`src/rtl/midi_rx_pkg.sv`:
```
// midi_rx_pkg
// Shared types and default constants for the MIDI UART receiver slice.
//   rx_state_t        : receiver FSM states
//   OVS_DEFAULT       : oversample ticks per bit
//   DATA_BITS_DEFAULT : data bits per frame
package midi_rx_pkg;

    typedef enum logic [1:0] {
        IDLE  = 2'd0,
        START = 2'd1,
        DATA  = 2'd2,
        STOP  = 2'd3
    } rx_state_t;

    localparam int OVS_DEFAULT       = 16;
    localparam int DATA_BITS_DEFAULT = 8;

endpackage

```
`src/rtl/midi_rx_fifo.sv`:
```
// midi_rx_fifo
// Synchronous first-word-fall-through FIFO holding received bytes.
// Ports:
//   Clk, Rst_n   : clock, asynchronous active-low reset
//   push         : write push_data this cycle (ignored when full unless popping)
//   push_data    : byte to store
//   pop          : consumer takes the head this cycle (ignored when empty)
//   pop_data     : current head, zero when empty
//   valid        : FIFO not empty
//   full         : FIFO holds DEPTH entries
//   count        : occupied entries
module midi_rx_fifo #(
    parameter int DEPTH = 8,
    parameter int WIDTH = 8
) (
    input  logic                       Clk,
    input  logic                       Rst_n,
    input  logic                       push,
    input  logic [WIDTH-1:0]           push_data,
    input  logic                       pop,
    output logic [WIDTH-1:0]           pop_data,
    output logic                       valid,
    output logic                       full,
    output logic [$clog2(DEPTH):0]     count
);

    localparam int AW = $clog2(DEPTH);

    logic [WIDTH-1:0] mem [DEPTH];
    logic [AW-1:0]    wr_ptr;
    logic [AW-1:0]    rd_ptr;
    logic             do_push;
    logic             do_pop;

    assign valid    = (count != '0);
    assign full     = (count == (AW+1)'(DEPTH));
    assign do_pop   = pop && valid;
    // A full FIFO still accepts a write when the head leaves in the same cycle.
    assign do_push  = push && (!full || do_pop);
    assign pop_data = valid ? mem[rd_ptr] : '0;

    // Storage array; contents are don't-care until written, so no reset.
    always_ff @(posedge Clk) begin
        if (do_push) begin
            mem[wr_ptr] <= push_data;
        end
    end

    // Pointers wrap naturally because DEPTH is a power of two.
    always_ff @(posedge Clk or negedge Rst_n) begin
        if (!Rst_n) begin
            wr_ptr <= '0;
            rd_ptr <= '0;
            count  <= '0;
        end else begin
            if (do_push) begin
                wr_ptr <= wr_ptr + 1'b1;
            end
            if (do_pop) begin
                rd_ptr <= rd_ptr + 1'b1;
            end
            case ({do_push, do_pop})
                2'b10:   count <= count + 1'b1;
                2'b01:   count <= count - 1'b1;
                default: count <= count;
            endcase
        end
    end

endmodule

```
`src/rtl/midi_uart_rx_fifo.sv`:
```
// midi_uart_rx_fifo
// Oversampling UART receiver (8N1-style, configurable data bits) feeding a
// first-word-fall-through receive FIFO.
// Ports:
//   Clk, Rst_n  : clock, asynchronous active-low reset
//   RxEn        : receiver enable; low aborts any frame in progress
//   Rx          : asynchronous serial line, idle high
//   out_data    : FIFO head, right-justified, zero-padded
//   out_valid   : FIFO not empty
//   out_ready   : consumer accepts head
//   fifo_count  : occupied FIFO entries
//   frame_err   : one-cycle pulse on a bad stop bit
//   overflow    : sticky, set when a good byte is dropped on a full FIFO
//   ovf_clr     : synchronous clear of overflow
module midi_uart_rx_fifo
    import midi_rx_pkg::*;
#(
    parameter int DIV        = 2,
    parameter int OVS        = OVS_DEFAULT,
    parameter int DATA_BITS  = DATA_BITS_DEFAULT,
    parameter int FIFO_DEPTH = 8
) (
    input  logic                          Clk,
    input  logic                          Rst_n,
    input  logic                          RxEn,
    input  logic                          Rx,
    output logic [7:0]                    out_data,
    output logic                          out_valid,
    input  logic                          out_ready,
    output logic [$clog2(FIFO_DEPTH):0]   fifo_count,
    output logic                          frame_err,
    output logic                          overflow,
    input  logic                          ovf_clr
);

    localparam int DIV_W = (DIV > 1) ? $clog2(DIV) : 1;
    localparam int TCK_W = $clog2(OVS);
    localparam logic [DIV_W-1:0] DIV_LAST  = DIV_W'(DIV - 1);
    localparam logic [TCK_W-1:0] HALF_LAST = TCK_W'(OVS / 2 - 1);
    localparam logic [TCK_W-1:0] FULL_LAST = TCK_W'(OVS - 1);
    localparam logic [3:0]       BITS_LAST = 4'(DATA_BITS - 1);

    logic                 rx_meta;
    logic                 rx_sync;
    logic [DIV_W-1:0]     div_cnt;
    logic                 tick;
    rx_state_t            state;
    logic                 armed;
    logic [TCK_W-1:0]     tick_cnt;
    logic [3:0]           bit_cnt;
    logic [DATA_BITS-1:0] shift_reg;
    logic                 push;
    logic [7:0]           push_data;
    logic                 fifo_full;
    logic                 fifo_pop;

    // Two-flop synchronizer; resets to the idle line level so reset
    // release never looks like a start bit.
    always_ff @(posedge Clk or negedge Rst_n) begin
        if (!Rst_n) begin
            rx_meta <= 1'b1;
            rx_sync <= 1'b1;
        end else begin
            rx_meta <= Rx;
            rx_sync <= rx_meta;
        end
    end

    // Free-running oversample divider producing a one-cycle tick enable.
    always_ff @(posedge Clk or negedge Rst_n) begin
        if (!Rst_n) begin
            div_cnt <= '0;
        end else if (div_cnt == DIV_LAST) begin
            div_cnt <= '0;
        end else begin
            div_cnt <= div_cnt + 1'b1;
        end
    end

    assign tick = (div_cnt == DIV_LAST);

    // The push is decoded straight from the stop-sample tick so the byte
    // lands in the FIFO on that same edge.
    assign push      = RxEn && tick && (state == STOP) && (tick_cnt == FULL_LAST) && rx_sync;
    assign push_data = 8'(shift_reg);
    assign fifo_pop  = out_valid && out_ready;

    // Receiver FSM. "armed" blocks start detection until the line has been
    // seen high, so a stuck-low line after a framing error or an enable
    // is not mistaken for a new start bit.
    always_ff @(posedge Clk or negedge Rst_n) begin
        if (!Rst_n) begin
            state     <= IDLE;
            armed     <= 1'b0;
            tick_cnt  <= '0;
            bit_cnt   <= '0;
            shift_reg <= '0;
            frame_err <= 1'b0;
        end else if (!RxEn) begin
            state     <= IDLE;
            armed     <= 1'b0;
            tick_cnt  <= '0;
            bit_cnt   <= '0;
            frame_err <= 1'b0;
        end else begin
            frame_err <= 1'b0;
            if (tick) begin
                case (state)
                    IDLE: begin
                        if (!armed) begin
                            armed <= rx_sync;
                        end else if (!rx_sync) begin
                            state    <= START;
                            tick_cnt <= '0;
                        end
                    end
                    START: begin
                        if (tick_cnt == HALF_LAST) begin
                            tick_cnt <= '0;
                            bit_cnt  <= '0;
                            state    <= rx_sync ? IDLE : DATA;
                        end else begin
                            tick_cnt <= tick_cnt + 1'b1;
                        end
                    end
                    DATA: begin
                        if (tick_cnt == FULL_LAST) begin
                            tick_cnt  <= '0;
                            shift_reg <= {rx_sync, shift_reg[DATA_BITS-1:1]};
                            bit_cnt   <= bit_cnt + 1'b1;
                            if (bit_cnt == BITS_LAST) begin
                                state <= STOP;
                            end
                        end else begin
                            tick_cnt <= tick_cnt + 1'b1;
                        end
                    end
                    STOP: begin
                        if (tick_cnt == FULL_LAST) begin
                            tick_cnt <= '0;
                            state    <= IDLE;
                            if (!rx_sync) begin
                                frame_err <= 1'b1;
                                armed     <= 1'b0;
                            end
                        end else begin
                            tick_cnt <= tick_cnt + 1'b1;
                        end
                    end
                    default: begin
                        state <= IDLE;
                        armed <= 1'b0;
                    end
                endcase
            end
        end
    end

    // Sticky overflow; a coincident drop wins over a clear.
    always_ff @(posedge Clk or negedge Rst_n) begin
        if (!Rst_n) begin
            overflow <= 1'b0;
        end else if (push && fifo_full && !fifo_pop) begin
            overflow <= 1'b1;
        end else if (ovf_clr) begin
            overflow <= 1'b0;
        end
    end

    midi_rx_fifo #(
        .DEPTH (FIFO_DEPTH),
        .WIDTH (8)
    ) u_fifo (
        .Clk       (Clk),
        .Rst_n     (Rst_n),
        .push      (push),
        .push_data (push_data),
        .pop       (fifo_pop),
        .pop_data  (out_data),
        .valid     (out_valid),
        .full      (fifo_full),
        .count     (fifo_count)
    );

endmodule

```
`config.mk`:
```
export PLATFORM = sky130hd
export DESIGN_NAME = midi_uart_rx_fifo
export DESIGN_NICKNAME = d
export VERILOG_FILES = /design/src/rtl/midi_rx_pkg.sv /design/src/rtl/midi_rx_fifo.sv /design/src/rtl/midi_uart_rx_fifo.sv
export SDC_FILE = /design/constraint.sdc
export NUM_CORES = 1
export LEC_CHECK = 0
export CORE_MARGIN = 4
export CORE_UTILIZATION = 60
export CTS_BUF_LIST = sky130_fd_sc_hd__clkbuf_16
export DETAILED_ROUTE_END_ITERATION = 10
export PLACE_DENSITY = 0.77
export SYNTH_ARGS = -nofsm -noshare
export SYNTH_HDL_FRONTEND = slang
export SYNTH_SLANG_ARGS = --single-unit
```
`constraint.sdc`:
```
create_clock -name Clk -period 5.9 [get_ports Clk]
set_clock_uncertainty 0.05 [all_clocks]
set_input_delay 0.885 -clock Clk [delete_from_list [all_inputs] [get_ports Clk]]
set_output_delay 0.885 -clock Clk [all_outputs]
set_load 0.02 [all_outputs]
```
After elaboration in Yosys (flattened, before gate mapping)
Memories as Yosys holds them, arrays and structs flattened.
Cells that the tools add are included.
W data, S select, Z words.
{"block": "word_totals", "ff_bits": 34, "latchBits": 0, "mem_bits_rw": 64, "rom_bits": 0, "input_bits": 6, "output_inout_bits": 15, "wordCells": 102, "memories": 1}
{"name": "u_fifo.mem", "depth": 8, "width": 8, "read_ports": 1, "rd_clocked_by_memory_dff": 0, "write_ports": 1, "line": "midi_rx_fifo.sv:29", "text": "logic [WIDTH-1:0] mem [DEPTH];"}
{"block": "classes", "n_addsub": 7, "n_mul": 0, "div": 0, "order_cmp": 0, "n_eq_ne": 19, "shifts": 0, "muxes": 40, "n_bitwise": 0, "reduce_logical": 22}
{"cell": "$mux W4", "count": 10}
{"cell": "$mux W2", "count": 9}
{"cell": "$ne A3 B3 Y1 const B", "count": 6}
{"cell": "$pmux W4 S2", "count": 2}
{"cell": "$mux W1", "count": 15}
{"cell": "$add A4 B1 Y4 const B", "count": 3}
{"cell": "$pmux W4 S3", "count": 1}
{"cell": "$reduce_and A4 Y1", "count": 3}
{"cell": "$logic_and A1 B1 Y1", "count": 9}
{"cell": "$eq A4 B3 Y1 const B", "count": 2}
{"cell": "$eq A4 B4 Y1 const B", "count": 2}
{"cell": "$mux W8", "count": 1}
{"cell": "$pmux W2 S4", "count": 1}
{"cell": "$reduce_and A7 Y1", "count": 1}
{"cell": "$add A3 B1 Y3 const B", "count": 2}
{"cell": "$eq A2 B2 Y1 const B", "count": 3}
{"cell": "$ne A3 B1 Y1 const B", "count": 2}
{"cell": "$eq A2 B1 Y1 const B", "count": 2}
{"cell": "$reduce_bool A2 Y1", "count": 2}
{"cell": "$reduce_bool A4 Y1", "count": 1}
{"cell": "$sub A4 B1 Y4 const B", "count": 1}
{"cell": "$ne A3 B2 Y1 const B", "count": 1}
{"cell": "$reduce_and A3 Y1", "count": 1}
{"cell": "$logic_not A1 Y1", "count": 2}
{"cell": "other kinds (6)", "count": 6}

Depth between registers and ports, before layout
{"block": "depth", "depth_word": 7, "ltp_mapped": 8, "mapped_depth_nobuf": 8}

Cells and area by module
A second synthesis with hierarchy kept.
{"block": "unflattened", "cells_unflattened": 277, "area_unflattened_um2": 4329.2}
{"module": "midi_rx_fifo", "instances": 1, "cells_each": 168, "area_per_inst_um2": 3121.7, "seq_area_each_um2": 2172.1}
{"module": "midi_uart_rx_fifo", "instances": 1, "cells_each": 109, "area_per_inst_um2": 1207.4, "seq_area_each_um2": 603.1}

Least setup slack after synthesis
Ideal clock, no wire load.
{"block": "synth_path", "path_kind": "input to register", "from": "in RxEn", "to": "mem u_fifo.mem[4][0] (enable)", "setup_ns": 0.398, "arrival_time_ns": 2.465, "t_required_ns": 5.452, "setup_slack_ns": 2.987, "cell_stages": 5, "n_path_buf": 1, "path_cell_list": "buf_2 > nand4_2 > nor2_1 > nand2_1 > nor4b_1"}
{"block": "synth_via", "elab_chain_cells": 7}
{"element": "start, declared", "line": "midi_uart_rx_fifo.sv:25", "text": "input logic RxEn,"}
{"element": "$logic_and A1 B1 Y1 (4 in series)", "line": "midi_uart_rx_fifo.sv:84", "text": "assign push = RxEn && tick && (state == STOP) && (tick_cnt == FULL_LAST) && rx_sync;"}
{"element": "$logic_and A1 B1 Y1", "line": "midi_rx_fifo.sv:39", "text": "assign do_push = push && (!full || do_pop);"}
{"element": "$mux W1", "line": "midi_rx_fifo.sv:44", "text": "if (do_push) begin"}
{"element": "$mux W1 (implied by the code)", "line": "midi_rx_fifo.sv:45", "text": "mem[wr_ptr] <= push_data;"}
{"element": "end, declared", "line": "midi_rx_fifo.sv:29"}
No other way between the ends.

Worst setup path after layout
{"block": "layout_path", "from": "reg u_fifo.rd_ptr[0]", "to": "out out_data[2]"}
{"block": "layout_via", "elab_chain_cells": 2}
{"element": "start, declared", "line": "midi_rx_fifo.sv:31", "text": "logic [AW-1:0] rd_ptr;"}
{"element": "start signal, assigned", "line": "midi_rx_fifo.sv:60", "text": "rd_ptr <= rd_ptr + 1'b1;"}
{"element": "$mem_v2 Z8 W8"}
{"element": "$mux W8", "line": "midi_rx_fifo.sv:40", "text": "assign pop_data = valid ? mem[rd_ptr] : '0;"}
{"element": "end, declared", "line": "midi_uart_rx_fifo.sv:27", "text": "output logic [7:0] out_data,"}
No other way between the ends.

==> results.env <==
PLACE_INST=371
GLOBALROUTEMET1UTIL=0.2749
CLK_LATENCY_NS=0.33
FP.DIEW_UM=91.52
WORST_REG2REG_PATH_ENDPOINT='u_fifo.mem[5][4]$_DFFE_PP_'
MAXIMUM_NUMBER_OF_PINS_ON_ONE_NET_BEFORE_GLOBAL_ROUTE_REPAIR=35
MAX-SLEW-MARGIN-REL=0.1741
WORSTREG2REGSTART='tick_cnt[0]$_DFFE_PN0P_'
DP_WORST_SETUP_SLACK_NS=2.081
PORTBUFFERS=20
PWR_DENSITY_CELL_nW_PER_UM2=342.6
SYNTH.YOSYS.SEQ_AREA_SHARE=0.6631
FINAL_SETUP_VIOLATION_COUNT=0
DIODES=0
MET2_USAGE=0.2842
HP-CLASS='reg -> reg'
WORST_HOLD_PATH.NUM_CELLS=0
INTERNAL-POWER_W=0.001204
FINAL_NET_COUNT=297
GRT_ANTENNA_BEFORE_REPAIR=0
POSTROUTEWIRELENGTH_UM=7245
CP.ARRIVAL_NS=2.85
SYNTHTOLAYOUTAREAGROWTH_PCT=14.35
ROUTED-VIA-COUNT=2275
DETAIL-ROUTE-ANTENNA-NETS=0
WORST_SETUP_HOLD_PATH_CLK_SLEW_NS=0.07
TIMING.REG2REG.WORST_PATH_DEPTH=5
SYN_AREA_PER_CELL_UM2=15.91
DETAILED_PLACE_HPWL_UM=4809
FINAL-MAX-SLEW-VIOLATION-COUNT=0
FLOORPLAN.DIE_AREA_UM2=8376
POST_CTS.RESIZED_INSTANCES=0
CPMAXSTAGEDELAYCELL='dfrtp_1'
AREA_INSIDE_THE_CORE_BOUNDARY_UM2=6794
MIN-DELAY-START='rx_meta$_DFF_PN1_'
CP-START-KIND='flop'
DETAILEDROUTE.FIRSTPASSITERATIONCOUNT=4
NUMBER_OF_DIFFERENT_LIBRARY_CELLS_IN_THE_POST_SYNTHESIS_NETLIST=50
GLOBAL_ROUTE.USAGE.MET3=0.03231
WORST_EP_REQUIRED_TIME_NS=4.97
MAX_FREQ_GHz=0.2642
PWR-SHARE-SEQ=0.518
NUMBER_OF_H_TREE_BRANCHING_LEVELS=3
CLK_ROOT_BUFFER_CELL='clkbuf_16'
HOLD_VIOL_FINAL=0
GRT_PASS1_WL_UM=12080
INITIALDRTVIOLATIONCOUNT=150
CTS_SETUP_BUFFERS=0
MAX_CAP_VIOLATIONS=0
VIA_COUNT_OF_THE_FIRST_GLOBAL_ROUTING_PASS=2238
CRITICAL_PATH_CLASS='reg -> out'
R2R_SLACK_NS=3.11
FIN_SETUP_TNS_NS=0
HOLD_END='rx_sync$_DFF_PN1_'
AVGROUTEDWIREPERCELL_UM=18.72
CP_NUM_BUF_INV=1
NUMBER_OF_SYNTHESIZED_FLOPS_WITH_AN_ENABLE_PIN=64
NETSWITCHINGFRACTION=0.2659
START_UTIL=0.6160
VIAS_PER_CELL=5.879
LONGEST_CLK_PATH_BUFS=2
VDD_IR_DROP_MAX_mV=0.1996
CP-END-KIND='primary output'
FINALCRITPERIODSHARE=0.6416
POSTSYNTHNETCOUNT=274
SLOWEST_DELAY_NS=1.05
CRITICAL_PATH.MAX_FANOUT=18
LAYOUT_CELLS_SIZED_ABOVE_1=0.1924
NET_LOAD_SWITCHING_POWER_W=0.0004359
YS.WARNINGS.COUNT=0
CTS_INSERTED_BUFFERS=9
FINALWEIGHTEDCONGESTION=0.7555
FINAL_CELLS=387
CPLARGESTDELAYFAMILY='flip-flops'
OUTCOME='finished, final reports clean'
CTS_SINKS=98
FINAL.MIN_CLOCK_PERIOD_NS=3.785
SYNTH-SEQ-CELLS=98
CTS_HOLD_REPAIR.BUFFERS=0
ROUTE.DETAILED.DRC=0
RSZ0062_AT_GRT='no'
GRT_OVERFLOW=0
NUMBER_OF_ROWS_IN_THE_CORE_AREA=30
WORSTMARGINPINSLEW_NS=1.229
CTS_TREE='built'
WORST_SLACK_NS=2.115
SYNTH_FLOP_CELL='edfxtp_1'
CLKPWRFRAC=0.352
ASYNC_FLOP_SHARE=0.3469
POST_SYNTH_INST_COUNT=263
SYNTHESIS.AREA_UM2=4185
DESIGN.PORTCOUNT=21
CHIPHEIGHT_UM=91.52
GROUTE.USAGE.OVERALL=0.1885
NUMBER_OF_FILLER_INSTANCES_IN_THE_FINAL_LAYOUT=434
POWER.SHARE.COMBINATIONAL=0.129
CELL_BY_CELL_LISTING_OF_THE_CRITICAL_PATH='mux4_2 -> mux2i_1 -> nor2_1 -> clkdlybuf4s50_1'
GLOBAL_ROUTE.PEAK_USAGE_LAYER='met2'
LEAKAGEPOWER_nW=1.911
## how the worst max path moves through the flow
stage                            startpoint                          to  depth (start not counted)
2_1_floorplan                          RxEn  u_fifo.mem[4][0]$_DFFE_PP_                          5
3_5_place_dp                           RxEn  u_fifo.mem[5][2]$_DFFE_PP_                          5
6_report       u_fifo.rd_ptr[0]$_DFFE_PN0P_                 out_data[2]                          4
3_3_place_gp                           RxEn  u_fifo.mem[5][2]$_DFFE_PP_                          5
5_1_grt        u_fifo.rd_ptr[0]$_DFFE_PN0P_                 out_data[2]                          4
4_1_cts        u_fifo.rd_ptr[0]$_DFFE_PN0P_                 out_data[2]                          4
## cells in the final DEF, fill, tap and decap left out, drive strengths merged, types with 3 or more instances in the layout
| cell | Yosys | layout |
|---|---|---|
| a21boi | 3 | 3 |
| a21oi | 3 | 3 |
| buf | 11 | 5 |
| clkbuf | 2 | 9 |
| clkdlybuf4s50 | 0 | 20 |
| clkinv | 0 | 3 |
| dfrtp | 32 | 32 |
| edfxtp | 64 | 64 |
| ha | 5 | 5 |
| inv | 9 | 11 |
| mux2 | 10 | 10 |
| mux2i | 11 | 11 |
| mux4 | 16 | 16 |
| nand2 | 14 | 14 |
| nand3 | 5 | 5 |
| nand4 | 3 | 3 |
| nor2 | 13 | 13 |
| nor2b | 4 | 4 |
| nor3 | 6 | 6 |
| nor4 | 3 | 3 |
| o21ai | 8 | 8 |
| or4 | 3 | 3 |
| xnor2 | 4 | 4 |
| xor2 | 3 | 3 |
## Yosys cell counts (4+ instances only)
cell      number  area share
mux2i_1       11       0.026
xnor2_1        4      0.0084
o21ai_0        7      0.0084
nor2b_1        4      0.0060
inv_1          9      0.0081
ha_1           5       0.015
nand3_1        5      0.0060
nand2_1       14       0.013
dfrtp_1       32        0.19
nor3_1         6      0.0072
nor2_1        13       0.012
edfxtp_1      64        0.46
mux2_2        10       0.027
buf_2          8      0.0096
mux4_2        16       0.086
## sequential cells by signal (all words and copies together), names as in the netlist, 2 cells and up
| register | flops |
|---|---|
| state | 2 |
| bit_cnt | 4 |
| push_data | 8 |
| u_fifo.count | 4 |
| u_fifo.wr_ptr | 3 |
| u_fifo.mem | 64 |
| u_fifo.rd_ptr | 3 |
| tick_cnt | 4 |
## metrics by stage
stage	area [um2]	utilization	hold WS (ns)	power [W]
floorplan	4185	-	0.2952	0.001007
global placement	4484	0.6600	0.2996	0.001065
detailed placement	4484	0.6600	0.2997	0.001076
CTS	4786	0.7044	0.3091	0.001653
global route	4786	0.7044	0.3174	0.001713
finish	4786	0.7044	0.3090	0.001639
## power by group through the flow
stage          Sequential, W  Clock [W]  Combinational [W]
4_1_cts             0.000852   0.000587           0.000214
2_1_floorplan       0.000789          0           0.000218
6_report            0.000850   0.000578           0.000212
3_3_place_gp        0.000863          0           0.000201
3_5_place_dp        0.000866          0           0.000210
5_1_grt             0.000863   0.000623           0.000228
## layer usage
metal	vias to the layer above	routed length, um
met4	0	57
li1	1060	-
met5	-	0
met3	4	375
met1	1141	3352
met2	70	3460
## layout make-up
cell class	count	area, um2	share of cell area
multi-input cells	143	1318	0.2753
inverters	9	33.78	0.007059
clock inverters	7	76.32	0.01595
flip-flops and latches	98	2775	0.5799
well taps	96	120.1	0.02510
repair buffers	25	237.7	0.04967
clock buffers	9	225.2	0.04706
## cell families after synthesis
| family | after synthesis | share of synthesized area |
|---|---|---|
| AOI/OAI and AO/OA | 31 | 0.06068 |
| xor gates and xnor gates | 7 | 0.01465 |
| adders and majority gates | 5 | 0.01495 |
| buffers and inverters | 22 | 0.02212 |
| DFF | 98 | 0.6631 |
| muxes | 37 | 0.1393 |
| and+or+nand+nor | 63 | 0.08520 |
Note: power is estimated with default switching activity, not from simulation.
